### src/rtl/sdram_wbuf_if.sv
// sdram_wbuf_if - bus bundle for the posted-write buffer.
//
// Carries the CPU-side request/response signals and the SDRAM-controller
// request/response signals between the buffer and its neighbours.
//   slave  modport : the buffer itself (consumes CPU requests, drives the controller)
//   master modport : the environment (CPU + controller)
//
// CPU side      : cpu_address[26:0], cpu_read, cpu_write, cpu_in[7:0] -> buffer
//                 cpu_out[7:0], cpu_ready                               <- buffer
// Controller    : address[26:0], mreq, read, write, in[7:0]            <- buffer
//                 out[7:0], ce (1 = idle/ready, 0 = busy)              -> buffer
interface sdram_wbuf_if;
    logic [26:0] cpu_address;
    logic        cpu_read;
    logic        cpu_write;
    logic [7:0]  cpu_in;
    logic [7:0]  cpu_out;
    logic        cpu_ready;
    logic [26:0] address;
    logic        mreq;
    logic        read;
    logic        write;
    logic [7:0]  in;
    logic [7:0]  out;
    logic        ce;

    modport slave (
        input  cpu_address, cpu_read, cpu_write, cpu_in, out, ce,
        output cpu_out, cpu_ready, address, mreq, read, write, in
    );

    modport master (
        output cpu_address, cpu_read, cpu_write, cpu_in, out, ce,
        input  cpu_out, cpu_ready, address, mreq, read, write, in
    );
endinterface

### src/rtl/sdram_wbuf.sv
// sdram_wbuf - posted-write buffer between the CPU bus and the SDRAM controller.
//
// CPU byte writes are queued in a DEPTH-entry circular FIFO and complete in
// the same cycle unless the FIFO is full. A three-state FSM (IDLE/ACK/DONE)
// drains the FIFO to the controller one transaction at a time. A CPU read
// either forwards data from the youngest matching buffered write or waits
// for the FIFO to empty and then issues its own controller read.
//
// Ports:
//   clock - rising-edge clock for all logic
//   reset - synchronous, active-high; flushes the FIFO and idles the FSM
//   bus   - sdram_wbuf_if.slave (CPU request/response + controller request/response)
//
// Parameter:
//   DEPTH - FIFO entries, power of two in 2..16
//
// Build option:
//   WBUF_FWD_EN - when defined, builds the address comparator so read hits
//                 complete in 0 cycles; when undefined every read waits for
//                 the drain and goes to the controller (strict program order).
module sdram_wbuf #(
    parameter int DEPTH = 4
) (
    input  logic        clock,
    input  logic        reset,
    sdram_wbuf_if.slave bus
);
    localparam int AW = $clog2(DEPTH);

    typedef enum logic [1:0] {
        ST_IDLE = 2'd0,
        ST_ACK  = 2'd1,
        ST_DONE = 2'd2
    } state_t;

    logic [26:0]   r_addr [DEPTH];
    logic [7:0]    r_data [DEPTH];
    logic [AW-1:0] r_wr_ptr;
    logic [AW-1:0] r_rd_ptr;
    logic [AW:0]   r_count;
    state_t        r_state;
    logic          r_mreq;
    logic          r_read;
    logic          r_write;
    logic          r_rd_done;
    logic [26:0]   r_address;
    logic [7:0]    r_in;
    logic [7:0]    r_cpu_out;

    state_t        w_state_nxt;
    logic          w_full;
    logic          w_empty;
    logic          w_enq;
    logic          w_pop;
    logic          w_rd_cap;
    logic          w_hit;
    logic [7:0]    w_hit_data;
    logic          w_miss;
    logic          w_cpu_ready;
    logic          w_mreq_nxt;
    logic          w_read_nxt;
    logic          w_write_nxt;
    logic [26:0]   w_address_nxt;
    logic [7:0]    w_in_nxt;

    assign w_full  = (r_count == (AW+1)'(DEPTH));
    assign w_empty = (r_count == {(AW+1){1'b0}});
    // A write while full is refused outright, even if the head pops this cycle.
    assign w_enq   = bus.cpu_write && !w_full;

`ifdef WBUF_FWD_EN
    // Forwarding search: scan oldest to youngest so the youngest match overrides.
    always_comb begin
        w_hit      = 1'b0;
        w_hit_data = 8'h00;
        for (int i = 0; i < DEPTH; i++) begin
            if (((AW+1)'(i) < r_count) &&
                (r_addr[r_rd_ptr + AW'(i)] == bus.cpu_address)) begin
                w_hit      = 1'b1;
                w_hit_data = r_data[r_rd_ptr + AW'(i)];
            end else begin
                w_hit      = w_hit;
                w_hit_data = w_hit_data;
            end
        end
    end
`else
    assign w_hit      = 1'b0;
    assign w_hit_data = 8'h00;
`endif

    // A miss stays pending until its rd_done pulse; masking with rd_done stops a
    // second read being issued on the very cycle the first one is delivered.
    assign w_miss = bus.cpu_read && !w_hit && !r_rd_done;

    // CPU handshake: writes gated by full, reads by hit or miss completion.
    always_comb begin
        if (bus.cpu_write) begin
            w_cpu_ready = !w_full;
        end else if (bus.cpu_read) begin
            w_cpu_ready = w_hit || r_rd_done;
        end else begin
            w_cpu_ready = 1'b1;
        end
    end

    assign bus.cpu_ready = w_cpu_ready;
    assign bus.cpu_out   = w_hit ? w_hit_data : r_cpu_out;
    assign bus.address   = r_address;
    assign bus.mreq      = r_mreq;
    assign bus.read      = r_read;
    assign bus.write     = r_write;
    assign bus.in        = r_in;

    // Drain/issue FSM next-state and next controller request fields.
    always_comb begin
        w_state_nxt   = r_state;
        w_mreq_nxt    = r_mreq;
        w_read_nxt    = r_read;
        w_write_nxt   = r_write;
        w_address_nxt = r_address;
        w_in_nxt      = r_in;
        w_pop         = 1'b0;
        w_rd_cap      = 1'b0;
        case (r_state)
            ST_IDLE: begin
                // Drain first; a miss only goes out once the FIFO is empty.
                if (bus.ce && !r_mreq && !w_empty) begin
                    w_mreq_nxt    = 1'b1;
                    w_write_nxt   = 1'b1;
                    w_read_nxt    = 1'b0;
                    w_address_nxt = r_addr[r_rd_ptr];
                    w_in_nxt      = r_data[r_rd_ptr];
                    w_state_nxt   = ST_ACK;
                end else if (bus.ce && !r_mreq && w_empty && w_miss) begin
                    w_mreq_nxt    = 1'b1;
                    w_read_nxt    = 1'b1;
                    w_write_nxt   = 1'b0;
                    w_address_nxt = bus.cpu_address;
                    w_state_nxt   = ST_ACK;
                end else begin
                    w_state_nxt   = ST_IDLE;
                end
            end
            ST_ACK: begin
                // ce falling means the controller has taken the request.
                if (!bus.ce) begin
                    w_state_nxt = ST_DONE;
                end else begin
                    w_state_nxt = ST_ACK;
                end
            end
            ST_DONE: begin
                // ce rising means the operation finished; request fields drop here.
                if (bus.ce) begin
                    w_mreq_nxt  = 1'b0;
                    w_read_nxt  = 1'b0;
                    w_write_nxt = 1'b0;
                    w_pop       = r_write;
                    w_rd_cap    = r_read;
                    w_state_nxt = ST_IDLE;
                end else begin
                    w_state_nxt = ST_DONE;
                end
            end
            default: begin
                w_mreq_nxt  = 1'b0;
                w_read_nxt  = 1'b0;
                w_write_nxt = 1'b0;
                w_state_nxt = ST_IDLE;
            end
        endcase
    end

    // FSM state, controller request registers and CPU read-return registers.
    always_ff @(posedge clock) begin
        if (reset) begin
            r_state   <= ST_IDLE;
            r_mreq    <= 1'b0;
            r_read    <= 1'b0;
            r_write   <= 1'b0;
            r_address <= 27'h0000000;
            r_in      <= 8'h00;
            r_cpu_out <= 8'h00;
            r_rd_done <= 1'b0;
        end else begin
            r_state   <= w_state_nxt;
            r_mreq    <= w_mreq_nxt;
            r_read    <= w_read_nxt;
            r_write   <= w_write_nxt;
            r_address <= w_address_nxt;
            r_in      <= w_in_nxt;
            // Only signal completion if the CPU is still asking for this address;
            // an abandoned miss is discarded without a ready pulse.
            r_rd_done <= w_rd_cap && bus.cpu_read && (bus.cpu_address == r_address);
            if (w_rd_cap) begin
                r_cpu_out <= bus.out;
            end else if (bus.cpu_read && w_hit) begin
                r_cpu_out <= w_hit_data;
            end else begin
                r_cpu_out <= r_cpu_out;
            end
        end
    end

    // FIFO pointers and occupancy; enqueue and pop together leave count unchanged.
    always_ff @(posedge clock) begin
        if (reset) begin
            r_wr_ptr <= {AW{1'b0}};
            r_rd_ptr <= {AW{1'b0}};
            r_count  <= {(AW+1){1'b0}};
        end else begin
            if (w_enq) begin
                r_wr_ptr <= r_wr_ptr + AW'(1);
            end
            if (w_pop) begin
                r_rd_ptr <= r_rd_ptr + AW'(1);
            end
            case ({w_enq, w_pop})
                2'b10:   r_count <= r_count + (AW+1)'(1);
                2'b01:   r_count <= r_count - (AW+1)'(1);
                default: r_count <= r_count;
            endcase
        end
    end

    // FIFO storage; contents are don't-care outside the valid window.
    always_ff @(posedge clock) begin
        if (w_enq) begin
            r_addr[r_wr_ptr] <= bus.cpu_address;
            r_data[r_wr_ptr] <= bus.cpu_in;
        end
    end
endmodule

### src/flat_wrapper.sv
// flat-port wrapper written by rule: the top's interface ports become plain ports
module sdram_wbuf_flat 
#(
    parameter int DEPTH = 4
)
  (clock, reset, bus_cpu_address, bus_cpu_read, bus_cpu_write, bus_cpu_in, bus_out, bus_ce, bus_cpu_out, bus_cpu_ready, bus_address, bus_mreq, bus_read, bus_write, bus_in);
  sdram_wbuf_if bus_i ();
  input  logic clock;
  input  logic reset;
  input wire logic [$bits(bus_i.cpu_address)-1:0] bus_cpu_address;
  input wire logic [$bits(bus_i.cpu_read)-1:0] bus_cpu_read;
  input wire logic [$bits(bus_i.cpu_write)-1:0] bus_cpu_write;
  input wire logic [$bits(bus_i.cpu_in)-1:0] bus_cpu_in;
  input wire logic [$bits(bus_i.out)-1:0] bus_out;
  input wire logic [$bits(bus_i.ce)-1:0] bus_ce;
  output wire logic [$bits(bus_i.cpu_out)-1:0] bus_cpu_out;
  output wire logic [$bits(bus_i.cpu_ready)-1:0] bus_cpu_ready;
  output wire logic [$bits(bus_i.address)-1:0] bus_address;
  output wire logic [$bits(bus_i.mreq)-1:0] bus_mreq;
  output wire logic [$bits(bus_i.read)-1:0] bus_read;
  output wire logic [$bits(bus_i.write)-1:0] bus_write;
  output wire logic [$bits(bus_i.in)-1:0] bus_in;
  assign bus_i.cpu_address = bus_cpu_address;
  assign bus_i.cpu_read = bus_cpu_read;
  assign bus_i.cpu_write = bus_cpu_write;
  assign bus_i.cpu_in = bus_cpu_in;
  assign bus_i.out = bus_out;
  assign bus_i.ce = bus_ce;
  assign bus_cpu_out = bus_i.cpu_out;
  assign bus_cpu_ready = bus_i.cpu_ready;
  assign bus_address = bus_i.address;
  assign bus_mreq = bus_i.mreq;
  assign bus_read = bus_i.read;
  assign bus_write = bus_i.write;
  assign bus_in = bus_i.in;
  sdram_wbuf #(.DEPTH(DEPTH)) u_core (.clock(clock), .reset(reset), .bus(bus_i));
endmodule
### config.mk
export PLATFORM = sky130hd
export DESIGN_NAME = sdram_wbuf_flat
export DESIGN_NICKNAME = d
export VERILOG_FILES = /design/src/rtl/sdram_wbuf_if.sv /design/src/rtl/sdram_wbuf.sv /design/src/flat_wrapper.sv
export SDC_FILE = /design/constraint.sdc
export NUM_CORES = 1
export LEC_CHECK = 0
export ABC_AREA = 1
export BUFFER_PORTS_ARGS = -buffer_cell sky130_fd_sc_hd__buf_2
export CAP_MARGIN = 5
export CORE_UTILIZATION = 55
export DETAILED_ROUTE_END_ITERATION = 6
export PLACE_DENSITY = 0.76
export SLEW_MARGIN = 25
export SYNTH_ARGS = -nofsm -noshare
export SYNTH_HDL_FRONTEND = slang
export SYNTH_SLANG_ARGS = --single-unit
### constraint.sdc
create_clock -name clock -period 4.4 [get_ports clock]
set_input_delay 0.22 -clock clock [delete_from_list [all_inputs] [get_ports clock]]
set_output_delay 0.22 -clock clock [all_outputs]
set_load 0.05 [all_outputs]
==> results_dict.tcl, run 1 <==
set metrics [dict create \
    clk_latency_ns 0.44 \
    min_path_cells 1 \
    tns_ns 0 \
    cts_sinks 198 \
    syn_area_sq_um 8530 \
    hold_buffers 7 \
    nFillCells 1235 \
    cts_resized 0 \
    die_w_um 127 \
    synth_edf_count 140 \
    most-common-layout-cells "nor2_1, nand2_1, edfxtp_1" \
    finalNetCount 1036 \
    yosysWarnings 0 \
    power_frac_comb 0.160 \
    min_period_ns 2.59 \
    cp.required_ns 4.73 \
    reg2reg_to "u_core.bus.address[19]$_SDFFE_PP0P_" \
    maxSlewHeadroom 0.335 \
    powerDensity_nw_per_um2 451 \
    hold_violations 0 \
    synth_seq_cells 198 \
    crit_arrival_ns 2.92 \
    final_antenna_net_count 0 \
    timing.reg2reg.setup_slack_ns 1.81 \
    status "finished, violations left" \
    intPower_mw 3.15 \
    final_common_cell "nor2_1" \
    cts_made_buffers 17 \
    cts-root-buf "clkbuf_16" \
    yosysSeqAreaShare 0.629 \
    slew_violations 0 \
    fp-row-count 45 \
    coreArea_sq_um 15100 \
    drive_gt1_frac 0.163 \
    maxCapViolations 0 \
    hold_class "primary input to register" \
    switching_power_mw 1.25 \
    antenna_found_initial 0 \
    grt.total_usage 0.269 \
    vias 6454 \
    met2_usage 0.463 \
    place_hpwl_mm 12.2 \
    grt_overflow 0 \
    grt_pass1_vias 6273 \
    violations "DRC" \
    rsz0062_at_grt "false" \
    clkPwrFrac 0.346 \
    yosysUniqueCellTypes 33 \
    syn_avg_cell_area_sq_um 9.54 \
    die_h_um 127 \
    wl_per_cell_um 17.1 \
    initial_utilization 0.563 \
    io_pins 95 \
    holdPathEnd "u_core.r_data[2][2]$_DFFE_PP_" \
    fmax_mhz 386 \
    cts_tree "done" \
    clk_path_buf_depth 2 \
    firstDrtPassIters 7 \
    port_buffers 94 \
    post-route-period-util 0.589 \
    synthCells 894 \
    start_kind "register" \
    place_congestion 0.797 \
    r2r-start "u_core.r_count[0]$_SDFFE_PP0P_" \
    switching_share 0.284 \
    cts_setup_buffers 0 \
    path_clk_slew_ns 0.07 \
    power.leakage_nw 4.02 \
    dp_slack_ns 1.87 \
    startpoint "u_core.r_count[0]$_SDFFE_PP0P_" \
    wirelength_mm 20.2 \
    grtUsageMet3 0.0464 \
    setup_viol 0 \
    grt_pass1_wl_mm 32.4 \
    syn_to_final_growth_pct 14.2 \
    finalWorstSetupSlack_ns 1.81 \
    path_class "register to register" \
    use_met1 0.344 \
    via_per_inst 5.46 \
    drtIter0Drc 656 \
    skew_ns 0.00829 \
    grt_max_degree 56 \
    synth.net_count 948 \
    worstMarginPinSlew_ns 0.994 \
    ys_dominant_reg_cell "edfxtp_1" \
    diodes 0 \
    p_total_mw 4.40 \
    endpoint_kind "register" \
    peakVddDrop_mv 0.277 \
    fp.dieArea_sq_um 16000 \
    h-tree-depth 4 \
    reg2reg_depth 9 \
    cp_max_fo 43 \
    seq_power_share 0.494 \
    min-delay-start "bus_cpu_in[2]" \
    drc 2 \
    grt-busiest-layer "met2" \
    synthArstFlopShare 0 \
]
[state kept, by name, indices dropped and copies added, names as in the netlist, named ones only]
signal,flops
u_core.r_addr,108
u_core.r_data,32
u_core.bus.address,27
u_core.r_count,3
u_core.r_rd_ptr,2
u_core.r_wr_ptr,2
u_core.bus.write,1
u_core.bus.mreq,1
u_core.r_state,2
u_core.bus.in,8
u_core.r_rd_done,1
u_core.bus.read,1
u_core.bus.cpu_out,8
[critical path, stage by stage, from the launching register on]
cell,delay (ns)
dfxtp_1,0.35
inv_1,0.09
nand3_1,0.13
nand2_4,0.22
inv_4,0.49
nand2_8,0.30
nand2_4,0.42
inv_1,0.22
a21oi_1,0.19
nor2_1,0.05
[power by group through the flow]
stage	logic, mW	registers (mW)	clock network [mW]
2_1_floorplan	0.341	2.37	0
3_3_place_gp	0.680	2.21	0
3_5_place_dp	0.692	2.22	0
4_1_cts	0.702	2.18	1.53
5_1_grt	0.775	2.18	1.60
6_report	0.703	2.18	1.52
[cell families after synthesis]
group | synth area share
simple gates | 0.196
buf+inv | 0.0652
xor+xnor | 0.00308
compound gates | 0.0968
flops | 0.629
fa+ha+maj | 0.00968
[worst max path at each step]
stage                     slack (ns)  cells past startpoint                                   to
after floorplan                 1.89                      4        u_core.r_addr[0][0]$_DFFE_PP_
after global placement          1.94                      9  u_core.bus.address[19]$_SDFFE_PP0P_
after detailed placement        1.87                      9   u_core.bus.address[9]$_SDFFE_PP0P_
after CTS                       1.83                      9   u_core.bus.address[9]$_SDFFE_PP0P_
after global routing            1.60                      9   u_core.bus.address[9]$_SDFFE_PP0P_
final                           1.81                      9  u_core.bus.address[19]$_SDFFE_PP0P_
[stage by stage]
step | hold slack, ns | util | cell area (sq um) | cells
2_1_floorplan | 0.293 | - | 8530 | 894
3_3_place_gp | 0.435 | 0.601 | 9100 | 1144
3_5_place_dp | 0.438 | 0.601 | 9100 | 1144
4_1_cts | 0.00552 | 0.644 | 9750 | 1183
5_1_grt | 0.00962 | 0.644 | 9750 | 1183
6_report | 0.0147 | 0.644 | 9750 | 1183
[cell usage after synthesis (2+ instances only)]
library cell | count | share of area
a21oi_1 | 25 | 0.015
a21oi_2 | 9 | 0.0092
buf_1 | 2 | 0.00088
buf_2 | 15 | 0.0088
buf_4 | 4 | 0.0035
buf_6 | 5 | 0.0066
clkbuf_1 | 9 | 0.0040
clkbuf_2 | 5 | 0.0029
clkinv_1 | 6 | 0.0026
dfxtp_1 | 58 | 0.14
edfxtp_1 | 140 | 0.49
ha_1 | 5 | 0.0073
inv_1 | 77 | 0.034
inv_2 | 3 | 0.0013
nand2_1 | 141 | 0.062
nand2_2 | 2 | 0.0015
nand2_4 | 2 | 0.0026
nand3_1 | 61 | 0.036
nand3b_1 | 6 | 0.0053
nor2_1 | 183 | 0.080
o21ai_0 | 114 | 0.067
o21ai_1 | 3 | 0.0018
o22ai_1 | 2 | 0.0015
or2_2 | 6 | 0.0044
xnor2_1 | 3 | 0.0031
[layout make-up]
class | instances | area, sq um | share of cell area
Clock buffer | 20 | 447 | 0.0458
Clock inverter | 12 | 128 | 0.0131
Inverter | 87 | 329 | 0.0338
Multi-Input combinational cell | 569 | 2640 | 0.271
Sequential cell | 198 | 5370 | 0.551
Tap cell | 188 | 235 | 0.0241
Timing Repair Buffer | 109 | 601 | 0.0616
[per-layer routing]
layer | part of all wire | vias up
li1 | - | 3136
met1 | 0.42 | 3043
met2 | 0.50 | 249
met3 | 0.067 | 26
met4 | 0.016 | 0
met5 | 0 | -
Note: power is estimated with default switching activity, not from simulation.
==> run 2, diff against run 1 <==
--- a/config.mk
+++ b/config.mk
@@ -5,12 +5,12 @@
 export SDC_FILE = /design/constraint.sdc
 export NUM_CORES = 1
 export LEC_CHECK = 0
-export ABC_AREA = 1
+export ABC_AREA = 0
 export BUFFER_PORTS_ARGS = -buffer_cell sky130_fd_sc_hd__buf_2
 export CAP_MARGIN = 5
-export CORE_UTILIZATION = 55
+export CORE_UTILIZATION = 52
 export DETAILED_ROUTE_END_ITERATION = 6
-export PLACE_DENSITY = 0.76
+export PLACE_DENSITY = 0.75
 export SLEW_MARGIN = 25
 export SYNTH_ARGS = -nofsm -noshare
 export SYNTH_HDL_FRONTEND = slang
==> constraint.sdc (replaced) <==
create_clock -name clock -period 2.1 [get_ports clock]
set_input_delay 0.105 -clock clock [delete_from_list [all_inputs] [get_ports clock]]
set_output_delay 0.105 -clock clock [all_outputs]
set_load 0.05 [all_outputs]
==> results_dict.tcl, run 2 <==
set metrics [dict create \
    slowest_delay_ns 0.42 \
    synth_top_area_frac 0.523 \
    yosysMostFrequentCell "edfxtp_1" \
    hold_violations 0 \
    synth.net_count 586 \
    synthTopCellsByArea "edfxtp_1, dfxtp_1, mux4_2" \
    timing.reg2reg.setup_slack_ns 0.08 \
    dp_slack_ns 0.0653 \
    muxShareOfSynthArea 0.0993 \
    hold_class "primary input to register" \
    power.leakage_nw 3.52 \
    cts_setup_buffers 0 \
    place_congestion 0.770 \
    syn_avg_cell_area_sq_um 15.1 \
    clk_path_buf_depth 2 \
    syn_to_final_growth_pct 22.6 \
    place_hpwl_mm 10.7 \
    slew_violations 0 \
    worstMarginPinSlew_ns 0.653 \
    synth_edf_count 140 \
    yosysWarnings 0 \
    antenna_found_initial 1 \
    peakVddDrop_mv 0.508 \
    maxSlewHeadroom 0.564 \
    most-common-layout-cells "edfxtp_1, buf_2, nand2_1" \
    crit_buf_inv 1 \
    final_area_sq_um 9850 \
    cts_sinks 198 \
    largest_reg_flops 108 \
    maxCapViolations 0 \
    skew_ns 0.00713 \
    endpoint_kind "register" \
    synthArstFlopShare 0 \
    final_antenna_net_count 0 \
    setup_viol 0 \
    min_period_ns 2.02 \
    wirelength_mm 17.6 \
    synth_xor_xnor_area_share 0.0349 \
    finalNetCount 734 \
    synth_top_family_by_area "multiplexers" \
    fp.dieArea_sq_um 16000 \
    cp_max_fo 2 \
    fp-row-count 45 \
    synthCells 532 \
    grt_max_degree 33 \
    path_clk_slew_ns 0.07 \
    synth_top_area_cell "edfxtp_1" \
    wl_per_cell_um 19.9 \
    synthAdderAreaFrac 0.0103 \
    drtIter0Drc 415 \
    synth_seq_cells 198 \
    coreArea_sq_um 15100 \
    die_w_um 126 \
    path_class "register to register" \
    cts_made_buffers 17 \
    grt_overflow 0 \
    grt_pass1_vias 5163 \
    crit_slowest_cell "fa_1" \
    final_common_cell "edfxtp_1" \
    clk_latency_ns 0.44 \
    regMostFlops "u_core.r_addr" \
    yosysSeqAreaShare 0.668 \
    placed_cell_area_sq_um 8780 \
    synthSimpleGateAreaFrac 0.0898 \
    syn_area_sq_um 8040 \
    startpoint "u_core.r_state[1]$_SDFF_PP0_" \
    grt.total_usage 0.233 \
    post-route-period-util 0.961 \
    crit_arrival_ns 2.39 \
    status "finished clean" \
    synthTopCellsByCount "edfxtp_1, nand2_1, dfxtp_1" \
    h-tree-depth 4 \
    start_kind "register" \
    via_per_inst 5.75 \
    fin_util 0.651 \
    cp_cell_sequence "nor2b_2, and3_4, ha_1, inv_1, fa_1, xor2_1, or3_1, a21oi_1" \
    yosysUniqueCellTypes 36 \
    ys_dominant_reg_cell "edfxtp_1" \
    r2r-start "u_core.r_state[1]$_SDFF_PP0_" \
    rsz0062_at_grt "false" \
    finalWorstSetupSlack_ns 0.0809 \
    vias 5074 \
    die_h_um 126 \
    drive_gt1_frac 0.319 \
    drc 0 \
    grt_pass1_wl_mm 27.2 \
    cts-root-buf "clkbuf_16" \
    fmax_mhz 495 \
    port_buffers 94 \
    min-delay-start "bus_cpu_read" \
    firstDrtPassIters 4 \
    synth-compound-area-share 0.0726 \
    hold_ws_ns 0.104 \
    powerDensity_nw_per_um2 939 \
    initial_utilization 0.531 \
    cp.required_ns 2.47 \
    cpLargestDelayFamily "simple AND/OR/NAND/NOR gates" \
    cts_tree "done" \
    io_pins 95 \
]
[run 2: layout make-up]
class | instances | area (sq um)
Sequential cell | 198 | 5370
Fill cell | 1052 | 5290
Multi-Input combinational cell | 294 | 2480
Timing Repair Buffer | 162 | 1120
Clock buffer | 17 | 425
Tap cell | 188 | 235
Clock inverter | 15 | 199
Inverter | 7 | 26.3
Antenna cell | 1 | 2.50
[run 2: metal layers]
| metal | track usage | share of wire |
|---|---|---|
| met1 | 0.298 | 0.42 |
| met4 | 0.0879 | 0.017 |
| met3 | 0.0637 | 0.060 |
| met2 | 0.383 | 0.50 |
| met5 | 0 | 0 |
[run 2: path summary, 6_finish.rpt]
path	end	depth (start not counted)
setup / recovery	u_core.r_count[2]$_SDFFE_PP0P_	8
hold / removal	u_core.r_rd_done$_SDFF_PP0_	4
setup reg to reg	u_core.r_count[2]$_SDFFE_PP0P_	8
hold reg to reg	u_core.bus.in[0]$_SDFFE_PP0P_	2
[run 2: cell families after synthesis]
logic type,after synthesis
flip-flops,198
buffers and inverters,40
adder cells (fa/ha/maj),6
XOR/XNOR,32
AO/OA/AOI/OAI,59
AND/OR/NAND/NOR,161
multiplexers,36
[run 2: timing repair]
action | CTS | global route
gates resized for setup | 0 | 2
endpoints found under the setup margin | 0 | 1
hold endpoints to repair | 150 | 0
hold buffers | 44 | 0
[run 2: through the flow]
step / power, mW / TNS, ns / cells
floorplan: 5.45 / -0.00177 / 532
global placement: 5.79 / 0 / 805
detailed placement: 5.83 / 0 / 805
CTS: 9.28 / 0 / 881
global route: 9.54 / 0 / 881
finish: 9.25 / 0 / 882
[run 2: power breakdown]
group          total (mW)  internal (mW)  switching (mW)
Combinational        1.30          0.432           0.865
Sequential           4.53           4.41           0.117
Clock                3.42           2.00            1.43
Total                9.25           6.84            2.41
[run 2: worst register-to-register path, delay by kind of cell, from the launching register on]
family	cells	cell delay, ns
xor gates and xnor gates	1	0.15
DFF	1	0.33
and+or+nand+nor	3	0.66
buffers and inverters	1	0.06
adders and majority gates	2	0.59
AOI/OAI and AO/OA	1	0.14
